`config.mk`:
```
export PLATFORM = sky130hd
export DESIGN_NAME = mix_columns_seq_flat
export DESIGN_NICKNAME = d
export VERILOG_FILES = /design/src/rtl/mix_columns_seq_if.sv /design/src/rtl/mix_columns_seq.sv /design/src/flat_wrapper.sv
export SDC_FILE = /design/constraint.sdc
export NUM_CORES = 1
export LEC_CHECK = 0
export CORE_MARGIN = 4
export CORE_UTILIZATION = 40
export CTS_CLUSTER_SIZE = 20
export DETAILED_ROUTE_END_ITERATION = 16
export GPL_ROUTABILITY_DRIVEN = 0
export PLACE_DENSITY = 0.72
export SLEW_MARGIN = 15
export SYNTH_ARGS = -nofsm -noshare
export SYNTH_HDL_FRONTEND = slang
export SYNTH_SLANG_ARGS = --single-unit
```
`constraint.sdc`:
```
create_clock -name clk -period 2.4 [get_ports clk]
set_clock_uncertainty 0.05 [all_clocks]
set_input_delay 0.6 -clock clk [delete_from_list [all_inputs] [get_ports clk]]
set_output_delay 0.6 -clock clk [all_outputs]
set_load 0.005 [all_outputs]
```
`src/rtl/mix_columns_seq_if.sv`:
```
// mix_columns_seq_if: valid/ready handshake bundle between the round datapath and the MixColumns sequencer.
interface mix_columns_seq_if;
  logic         in_valid;
  logic         in_ready;
  logic         in_bypass;
  logic [127:0] in_state;
  logic         out_valid;
  logic         out_ready;
  logic [127:0] out_state;
  logic         busy;
  modport master(output in_valid, in_bypass, in_state, out_ready, input in_ready, out_valid, out_state, busy);
  modport slave(input in_valid, in_bypass, in_state, out_ready, output in_ready, out_valid, out_state, busy);
endinterface

```
`src/rtl/mix_columns_seq.sv`:
```
// mix_columns_seq: AES MixColumns over a 128-bit state, one column per cycle through a shared column unit.
module matrix_mult (
  input  logic [31:0] col_i,
  output logic [31:0] col_o
);
  function automatic logic [7:0] xt(input logic [7:0] b);
    return {b[6:0], 1'b0} ^ (b[7] ? 8'h1b : 8'h00);
  endfunction
  logic [7:0] a0, a1, a2, a3;
  assign {a0, a1, a2, a3} = col_i;
  assign col_o = {xt(a0) ^ xt(a1) ^ a1 ^ a2 ^ a3,
                  a0 ^ xt(a1) ^ xt(a2) ^ a2 ^ a3,
                  a0 ^ a1 ^ xt(a2) ^ xt(a3) ^ a3,
                  xt(a0) ^ a0 ^ a1 ^ a2 ^ xt(a3)};
endmodule

module mix_columns_seq (
  input logic               clk,
  input logic               rst_n,
  mix_columns_seq_if.slave  bus_if
);
  localparam logic [1:0] IDLE = 2'd0;
  localparam logic [1:0] RUN  = 2'd1;
  localparam logic [1:0] DONE = 2'd2;
  logic [1:0]   state_q, state_d, col_q, col_d;
  logic [127:0] hold_q, hold_d, out_q, out_d;
  logic [31:0]  mm_out;
  // Column c lives at bits [127-32c -: 32], i.e. low bit 32*(3-c) = {~c, 5'b0}.
  matrix_mult u_mm (.col_i(hold_q[{~col_q, 5'b0} +: 32]), .col_o(mm_out));
  always_comb begin
    state_d = state_q;
    col_d   = col_q;
    hold_d  = hold_q;
    out_d   = out_q;
    if (state_q == IDLE && bus_if.in_valid) begin
      state_d = bus_if.in_bypass ? DONE : RUN;
      col_d   = 2'd0;
      hold_d  = bus_if.in_bypass ? hold_q : bus_if.in_state;
      out_d   = bus_if.in_bypass ? bus_if.in_state : out_q;
    end else if (state_q == RUN) begin
      out_d[{~col_q, 5'b0} +: 32] = mm_out;
      col_d   = col_q + 2'd1;
      state_d = (col_q == 2'd3) ? DONE : RUN;
    end else if (state_q == DONE) begin
      state_d = bus_if.out_ready ? IDLE : DONE;
    end else if (state_q != IDLE) begin
      state_d = IDLE;
    end
  end
  always_ff @(posedge clk or negedge rst_n) begin
    if (!rst_n) begin
      state_q <= IDLE;
      col_q   <= 2'd0;
      hold_q  <= '0;
      out_q   <= '0;
    end else begin
      state_q <= state_d;
      col_q   <= col_d;
      hold_q  <= hold_d;
      out_q   <= out_d;
    end
  end
  assign bus_if.in_ready  = state_q == IDLE;
  assign bus_if.out_valid = state_q == DONE;
  assign bus_if.busy      = state_q == RUN || state_q == DONE;
  assign bus_if.out_state = out_q;
endmodule

```
`src/flat_wrapper.sv`:
```
// flat-port wrapper written by rule: the top's interface ports become plain ports
module mix_columns_seq_flat 
  (clk, rst_n, bus_if_in_valid, bus_if_in_bypass, bus_if_in_state, bus_if_out_ready, bus_if_in_ready, bus_if_out_valid, bus_if_out_state, bus_if_busy);
  mix_columns_seq_if bus_if_i ();
  input logic clk;
  input logic rst_n;
  input wire logic [$bits(bus_if_i.in_valid)-1:0] bus_if_in_valid;
  input wire logic [$bits(bus_if_i.in_bypass)-1:0] bus_if_in_bypass;
  input wire logic [$bits(bus_if_i.in_state)-1:0] bus_if_in_state;
  input wire logic [$bits(bus_if_i.out_ready)-1:0] bus_if_out_ready;
  output wire logic [$bits(bus_if_i.in_ready)-1:0] bus_if_in_ready;
  output wire logic [$bits(bus_if_i.out_valid)-1:0] bus_if_out_valid;
  output wire logic [$bits(bus_if_i.out_state)-1:0] bus_if_out_state;
  output wire logic [$bits(bus_if_i.busy)-1:0] bus_if_busy;
  assign bus_if_i.in_valid = bus_if_in_valid;
  assign bus_if_i.in_bypass = bus_if_in_bypass;
  assign bus_if_i.in_state = bus_if_in_state;
  assign bus_if_i.out_ready = bus_if_out_ready;
  assign bus_if_in_ready = bus_if_i.in_ready;
  assign bus_if_out_valid = bus_if_i.out_valid;
  assign bus_if_out_state = bus_if_i.out_state;
  assign bus_if_busy = bus_if_i.busy;
  mix_columns_seq u_core (.clk(clk), .rst_n(rst_n), .bus_if(bus_if_i));
endmodule
```
Word level (Yosys, flattened, before mapping)
Index checks and enable logic that the tools add are counted.
- eq/ne operators: 4
- bitwise gates (word level): 22
- reductions and logical operators: 8
- multiplexer cells: 17
- shift operators: 3
- $add $sub $neg: 2
- operators with widths (kind ; count):
    $mux 128 ; 3
    $bwmux 128 ; 1
    $shift 32x9->128 const A ; 1
    $shiftx 128x8->32 ; 1
    $shiftx 32x9->128 ; 1
    $xor 8x8->8 ; 16
    $xor 8x5->8 ; 4
    $mux 5 ; 4
    $mux 2 ; 9
    $neg 7->9 ; 1
    $eq 2x2->1 const B ; 2
    $reduce_and 2->1 ; 2
    $reduce_bool 2->1 ; 2
    $reduce_bool 4->1 ; 1
    $add 2x1->2 const B ; 1
    $eq 2x1->1 const B ; 1
    $logic_not 2->1 ; 1
    $ne 2x2->1 const B ; 1
    $not 2->2 ; 1
    $logic_and 1x1->1 ; 1
    $logic_or 1x1->1 ; 1
    $not 1->1 ; 1
- bits of input ports: 133
- flip-flop bits (word level): 260
- logic and storage cells: 60

Longest topological paths before layout
- depth in word-level cells: 12
- mapped depth: 10

Cells and area by module
A second synthesis with hierarchy kept.
- cell total of the unflattened synthesis: 1114
- area total of the unflattened synthesis: 14036.0 µm²
- by module, submodules not included (module ; instances ; area an instance (µm²) ; sequential area each (µm²) ; cells each):
    mix_columns_seq ; 1 ; 12710.9 ; 6506.2 ; 1029
    matrix_mult ; 1 ; 1325.0 ; 0.0 ; 85

Worst setup path after synthesis
No wires, ideal clock.
- path type: reg2reg
- start point: reg u_core.state_q[0]
- end point: reg u_core.out_q[66], in the netlist u_core.bus_if.out_state[66]
- arrival time: 2.291 ns
- path buffers: 3
- stages on the path, launching flop included: 11
- clock period less this slack: 2.423 ns
- required time: 2.267 ns
- setup slack: -0.023 ns
- setup time: 0.083 ns
- path through: dfrtp_1 > inv_1 > ha_1 > and2_1 > clkbuf_1 > nor2_2 > a21oi_1 > or4_1 > buf_1 > clkbuf_1 > o22ai_1
- word-level cells in the longest chain between the ends: 4
- ends and longest elaborated chain (item ; line ; source):
    start: declaration ; mix_columns_seq.sv:25 ; logic [1:0] state_q, state_d, col_q, col_d;
    start signal: assignment ; mix_columns_seq.sv:57 ; state_q <= state_d;
    $logic_not 2->1 * ; - ;
    via bus_if_in_ready ; flat_wrapper.sv:11 ; output wire logic [$bits(bus_if_i.in_ready)-1:0] bus_if_in_ready;
    $logic_and 1x1->1 * ; mix_columns_seq.sv:35 ; if (state_q == IDLE && bus_if.in_valid) begin
    $ne 2x2->1 (no line) or $reduce_bool 2->1 (tied branches) ; - ;
    $reduce_and 2->1 (no line) ; - ;
    end signal: assignment ; mix_columns_seq.sv:60 ; out_q <= out_d;
    end: declaration ; mix_columns_seq.sv:26 ; logic [127:0] hold_q, hold_d, out_q, out_d;
The timed path passes the listed nets; every way through them passes the cells marked *.
A chain may end at the register's enable or synchronous reset.

Final worst setup path
- start point: reg u_core.col_q[0]
- end point: reg u_core.out_q[97], in the netlist u_core.bus_if.out_state[97]
- word-level cells in the longest chain between the ends: 12
- ends and longest elaborated chain (item ; line ; source):
    start: declaration ; mix_columns_seq.sv:25 ;
    start signal: assignment ; mix_columns_seq.sv:58 ; col_q <= col_d;
    $not 2->2 * ; mix_columns_seq.sv:29, mix_columns_seq.sv:41 ;
    $shiftx 128x8->32 ; mix_columns_seq.sv:29 ; matrix_mult u_mm (.col_i(hold_q[{~col_q, 5'b0} +: 32]), .col_o(mm_out));
    $mux 5 ; mix_columns_seq.sv:7 ; return {b[6:0], 1'b0} ^ (b[7] ? 8'h1b : 8'h00);
    $xor 8x5->8 ; mix_columns_seq.sv:7 ;
    $xor 8x8->8, on equally long branches (4 in series) ; mix_columns_seq.sv:14, mix_columns_seq.sv:11, mix_columns_seq.sv:12 ;
    $shiftx 32x9->128 ; mix_columns_seq.sv:41 ; out_d[{~col_q, 5'b0} +: 32] = mm_out;
    $bwmux 128 * ; mix_columns_seq.sv:41 ;
    $mux 128 * ; mix_columns_seq.sv:40 ; end else if (state_q == RUN) begin
    $mux 128 * ; mix_columns_seq.sv:35 ;
Mark *: on every way between the ends. The rest lies on a longest branch, timed or not. The select of a mux whose other input is x is not followed.

==> flow_summary.json <==
{
  "dpl.cell_count": 1726,
  "htree_levels": 1,
  "synth.distinct_cells": 34,
  "setup_viol": 45,
  "tns_ps": -1790,
  "die_w_microns": 183,
  "crit_slowest_cell": "mux4_2",
  "hold_viol_final": 0,
  "grt_pass1_wl_microns": 63200,
  "antenna_cells": 0,
  "rows": 63,
  "fin_crit_ps": 2480,
  "start_util_pct": 41.0,
  "drt_iter0_drc": 1101,
  "synth_area_sq_mm": 0.0122,
  "grt_max_degree": 73,
  "critPathRequiredTime_ps": 2770,
  "synth_seq_area_share_pct": 53.2,
  "r2r_slack_ps": -80,
  "slowest_delay_ps": 660,
  "critPathLaunchType": "flip-flop",
  "grt.overflow.total": 0,
  "firstDrtPassIters": 7,
  "clk_pin_slew_worst_paths_ps": 60,
  "whs_ps": 451,
  "die_y_microns": 183,
  "report.final.slew_viol_count": 0,
  "num-nets-final": 1524,
  "core_region_area_sq_mm": 0.0299,
  "cts-root-buf": "clkbuf_16",
  "synth-seq-cells": 260,
  "rr_startpoint": "u_core.col_q[0]",
  "path_cells": "buf_12 -> mux4_2 -> xnor2_2 -> xnor2_1 -> buf_4 -> xnor2_1 -> buf_4 -> o22ai_1",
  "wl_per_cell_microns": 24.0,
  "hp-class": "reg -> reg",
  "final.setup.worst_slack_ps": -79.1,
  "dp_hpwl_microns": 30000,
  "slew_headroom_pct": 46.8,
  "numPortBuffers": 263,
  "yosysWarnings": 0,
  "final_core_util_pct": 60.0,
  "drcViolationCount": 0,
  "syn2layout_area_growth_pct": 46.5,
  "finalCritPeriodShare_pct": 103,
  "whs_endpoint": "u_core.hold_q[44]",
  "hp-start": "u_core.hold_q[44]",
  "syn_inst": 1029,
  "clock_latency_ps": 540,
  "path_class": "reg -> reg",
  "cts_buffer_depth": 3,
  "drive_gt1_share_pct": 30.3,
  "avgViaCountPerCell": 5.75,
  "vias": 10314,
  "groute.usage.overall_pct": 24.4,
  "tightest_slew_ps": 798,
  "worstSetupEndpointType": "flip-flop",
  "crit_fanout": 13,
  "grt_pass1_vias": 10451,
  "synth_nets": 1169,
  "rr_endpoint": "u_core.bus_if.out_state[97]",
  "cts.sinks": 260,
  "die-area_sq_mm": 0.0334,
  "cts_tree": "yes",
  "syn_area_per_cell_sq_um": 11.9,
  "ios": 264,
  "drt_wl_total_microns": 43100,
  "final_cells": 1793,
  "drv_cap": 0,
  "max_freq_mhz": 403,
  "violations": "negative setup slack",
  "r2r.worst_path.cells": 8,
  "rsz0062_at_grt": "yes",
  "grt_antenna_before_repair": 0,
  "crit_arrival_ps": 2850,
  "ant_nets": 0,
  "most-common-layout-cells": "clkdlybuf4s50_1, dfrtp_1, nor2_1",
  "status": "finished with violations",
  "min_path_cells": 1,
  "numCtsBuffers": 27,
  "layout_commonest_cell": "clkdlybuf4s50_1"
}
## stage by stage
stage | worst slack, ps | area, sq um
floorplan | 47.8 | 12200
global placement | -135 | 16300
detailed placement | -212 | 16300
CTS | -71.3 | 17500
global route | -151 | 17900
finish | -79.1 | 17900
## worst max-delay path, delay by kind of cell (launching register included)
kind,cells,cell delay [ps]
multiplexers,1,660
XOR/XNOR,3,560
buffers and inverters,3,530
flip-flops,1,450
AO/OA/AOI/OAI,1,100
## area by class of cell
type                       count  area (sq um)
fill                        2304         12000
clock buffer                  40           825
clock inverter                 8          93.8
multi-input combinational    687          5990
sequential                   260          6510
inverter                       5          18.8
timing repair buffer         403          4000
tap                          390           488
## state kept, by name, indices dropped and copies added, names as in the netlist
register / flops
u_core.state_q: 2
u_core.col_q: 2
u_core.bus_if.out_state: 128
u_core.hold_q: 128
## what timing repair did
item,in CTS,in global routing
hold buffers,1,0
setup buffers,9,9
cloned,0,0
endpoints found under the hold margin,52,0
resized for setup,32,52
pin swaps,7,7
endpoints found under the setup margin,71,124
## routing by layer
layer | global-route usage (%) | routed length (microns)
met1 | 33.2 | 17300
met2 | 39.6 | 20600
met3 | 4.86 | 3810
met4 | 8.40 | 1420
met5 | 0 | 0
## cells by family (layout without fill, tap and decap cells)
| logic type | count (synthesis) | count (layout) | share of synthesized area [%] |
|---|---|---|---|
| and+or+nand+nor | 144 | 144 | 4.68 |
| AOI/OAI and AO/OA | 267 | 267 | 12.4 |
| DFF | 260 | 260 | 53.2 |
| adders and majority gates | 7 | 7 | 0.716 |
| muxes | 161 | 161 | 17.8 |
| xor gates and xnor gates | 108 | 108 | 8.48 |
| buffers and inverters | 82 | 456 | 2.81 |
## how the worst max path moves through the flow
stage | startpoint | endpoint | slack (ps) | cells past startpoint
5_1_grt | u_core.col_q[0] | u_core.bus_if.out_state[126] | -150 | 8
3_3_place_gp | bus_if_in_valid | u_core.bus_if.out_state[67] | -130 | 7
2_1_floorplan | u_core.state_q[0] | u_core.bus_if.out_state[66] | 50 | 10
6_report | u_core.col_q[0] | u_core.bus_if.out_state[97] | -80 | 8
4_1_cts | u_core.col_q[0] | u_core.bus_if.out_state[3] | -70 | 7
3_5_place_dp | u_core.col_q[0] | u_core.bus_if.out_state[54] | -210 | 6
## cell usage after synthesis
cell / count / share of area [%]
nor2_1: 131 / 4.0
o21a_1: 1 / 0.061
inv_1: 5 / 0.15
ha_1: 7 / 0.72
and2_1: 1 / 0.051
dfrtp_1: 260 / 53
mux2i_1: 1 / 0.082
nand2b_1: 1 / 0.051
mux4_2: 32 / 5.9
o311ai_0: 1 / 0.072
xnor2_4: 1 / 0.23
xor2_1: 18 / 1.3
nand4_1: 1 / 0.051
buf_4: 2 / 0.12
mux2_2: 128 / 12
nor2b_1: 1 / 0.051
a21o_1: 4 / 0.25
buf_1: 2 / 0.061
nor3_1: 2 / 0.082
nand2_1: 1 / 0.031
buf_6: 3 / 0.28
nand4b_1: 2 / 0.14
buf_2: 5 / 0.20
nand3_1: 1 / 0.041
a21oi_1: 132 / 5.4
or4_1: 1 / 0.061
xnor2_2: 5 / 0.66
xnor3_1: 2 / 0.37
o22ai_1: 129 / 6.6
and3_1: 1 / 0.051
xnor2_1: 81 / 5.8
clkbuf_1: 65 / 2.0
xor2_2: 1 / 0.13
nor2_2: 1 / 0.051
Power is not shown: default switching activity piles up to over one toggle a cycle in this logic, so the estimate is an artifact.
==> RTL change, RTL diff (config.mk and constraints unchanged) <==
Reset style: synchronous (`rst_n`), changed in one clocked block.
--- a/src/rtl/mix_columns_seq.sv
+++ b/src/rtl/mix_columns_seq.sv
@@ -47,7 +47,7 @@
       state_d = IDLE;
     end
   end
-  always_ff @(posedge clk or negedge rst_n) begin
+  always_ff @(posedge clk) begin
     if (!rst_n) begin
       state_q <= IDLE;
       col_q   <= 2'd0;
Check against the original RTL: differs if rst_n is asserted again (counterexample within 4 cycles, from zero or initial values and one cycle with rst_n low); with rst_n held inactive, the same outputs for 4 cycles.
==> RTL change against the original RTL <==
The flow still finishes with violations (negative setup slack). Routed wire length grew 20%. Worst setup slack got worse by 0.049 ns. Sequential cell count stayed put. Final area up 8.0%. Synthesized area is 10% higher.
==> RTL change: results (changes against the original RTL) <==
Status: finished, violations left (unchanged)
Failing checks: negative setup slack (unchanged)
Initial antenna violation count: 5 (was 0)
Met3 Wirelength: 4600 um (was 3810 um)
Hold slack final: 0.412 ns (was 0.451 ns)
Met2 wire length: 24400 um (was 20600 um)
Critical Path AT: 2.95 ns (was 2.85 ns)
Post-DP Area: 17300 um2 (was 16300 um2)
Distinct cells, synth: 41 (was 34)
Hold Path Sink: u_core.hold_q[53]$_SDFFE_PN0P_ (was u_core.hold_q[44]$_DFFE_PN0P_)
Dpl cells: 2104 (was 1726)
Cell count of the worst hold path: 2 (was 1)
Final worst setup slack: -0.128 ns (was -0.0791 ns)
Pre-CTS setup slack: -0.161 ns (was -0.212 ns)
Drt total wl: 51900 um (was 43100 um)
Total Routing Usage GR: 26.6% (was 24.4%)
Critical hold path startpoint: u_core.hold_q[53]$_SDFFE_PN0P_ (was u_core.hold_q[44]$_DFFE_PN0P_)
Vias in the first global route: 13100 (was 10500)
First-pass GRT wire length: 77200 um (was 63200 um)
R2R Path Start: u_core.col_q[0]$_SDFFE_PP0P_ (was u_core.col_q[0]$_DFFE_PN0P_)
Share of layout cells above drive strength 1: 22.5% (was 30.3%)
Footprint of the multi-input gates: 8410 um2 (was 5990 um2)
Met1 Use GR: 35.2% (was 33.2%)
TNS Setup: -4.98 ns (was -1.79 ns)
Top cell types by occurrence after synthesis: nand2_1 (261), dfxtp_1 (260), a211oi_1 (228), clkbuf_1 (136), o21ai_0 (133) (was dfrtp_1 (260), a21oi_1 (132), nor2_1 (131), o22ai_1 (129), mux2_2 (128))
Fin nets: 1870 (was 1524)
Worst Tran Pin Value: 0.508 ns (was 0.798 ns)
Fill count: 2731 (was 2304)
Hpwl dp: 34400 um (was 30000 um)
Cell with the most instances after synthesis: nand2_1 (was dfrtp_1)
Global routing usage on met2: 42.7% (was 39.6%)
Mapped Cells: 1457 (was 1029)
Met3 Track Usage GR: 5.49% (was 4.86%)
DR pass1 iterations: 6 (was 7)
Non-filler cells in the finished layout: 2199 (was 1793)
CTS root buf: clkbuf_16 (unchanged)
Endpoints failing setup: 89 (was 45)
Ys flop type: dfxtp_1 (was dfrtp_1)
Vias per cell: 6.00 (was 5.75)
Seq/Total Area, Yosys: 38.6% (was 53.2%)
Largest net degree at the start of global routing: 112 (was 73)
Critical path destination: u_core.bus_if.out_state[126]$_SDFFE_PN0P_ (was u_core.bus_if.out_state[97]$_DFFE_PN0P_)
Mapped Nets: 1597 (was 1169)
DRT iter0 DRCs: 1315 (was 1101)
Area contributors post-synth: dfxtp_1 (39%), a211oi_1 (13%), nand2_1 (7.3%) (was dfrtp_1 (53%), mux2_2 (12%), o22ai_1 (6.6%))
Crit path max fanout: 7 (was 13)
TritonCTS Buffers: 29 (was 27)
Worst rel slew slack: 66.2% (was 46.8%)
[RTL change: cell types whose count changed after synthesis, sizes merged, moves of 128 or more]
cell / before / now
nand2: 1 / 261
o22ai: 129 / 0
nor2: 132 / 3
dfrtp: 260 / 0
o21ai: 0 / 133
a21boi: 0 / 128
a211oi: 0 / 256
mux2: 128 / 0
dfxtp: 0 / 260
[RTL change: area by class of cell]
| cell class | instances | share of cell area, % |
|---|---|---|
| tap | 442 | 2.86 |
| multi-input combinational | 1043 | 43.4 |
| clock buffer | 38 | 4.34 |
| inverter | 9 | 0.175 |
| clock inverter | 16 | 1.02 |
| timing repair buffer | 387 | 21.2 |
| antenna | 4 | 0.0517 |
| sequential | 260 | 26.9 |
[RTL change: cells by family (layout without fill, tap and decap cells)]
family / Yosys count / after routing / synth area share [%]
AOI/OAI and AO/OA: 652 / 652 / 32.5
xor gates and xnor gates: 73 / 73 / 10.3
adders and majority gates: 7 / 7 / 0.649
buffers and inverters: 154 / 450 / 4.63
DFF: 260 / 260 / 38.6
muxes: 33 / 33 / 5.41
other: 0 / 4 / 0
and+or+nand+nor: 278 / 278 / 7.99
[RTL change: repair_timing]
item / CTS / global route
cloned: 1 / 1
setup buffers: 21 / 16
resized for setup: 96 / 58
pin swaps: 25 / 30
hold buffers: 0 / 0
endpoints found under the setup margin: 103 / 121
[RTL change: report_power, final]
| group | switching (uW) | total (uW) | internal [uW] |
|---|---|---|---|
| clock network | 1910 | 4810 | 2890 |
| logic | 4520 | 8330 | 3810 |
| registers | 413 | 5420 | 5000 |
[RTL change: worst max-delay path: stages (launching register included)]
cell	delay [ns]
dfxtp_4	0.40
buf_4	0.14
clkbuf_16	0.15
buf_4	0.11
mux4_2	0.61
xnor3_2	0.48
xnor2_4	0.19
buf_12	0.16
a211oi_2	0.17
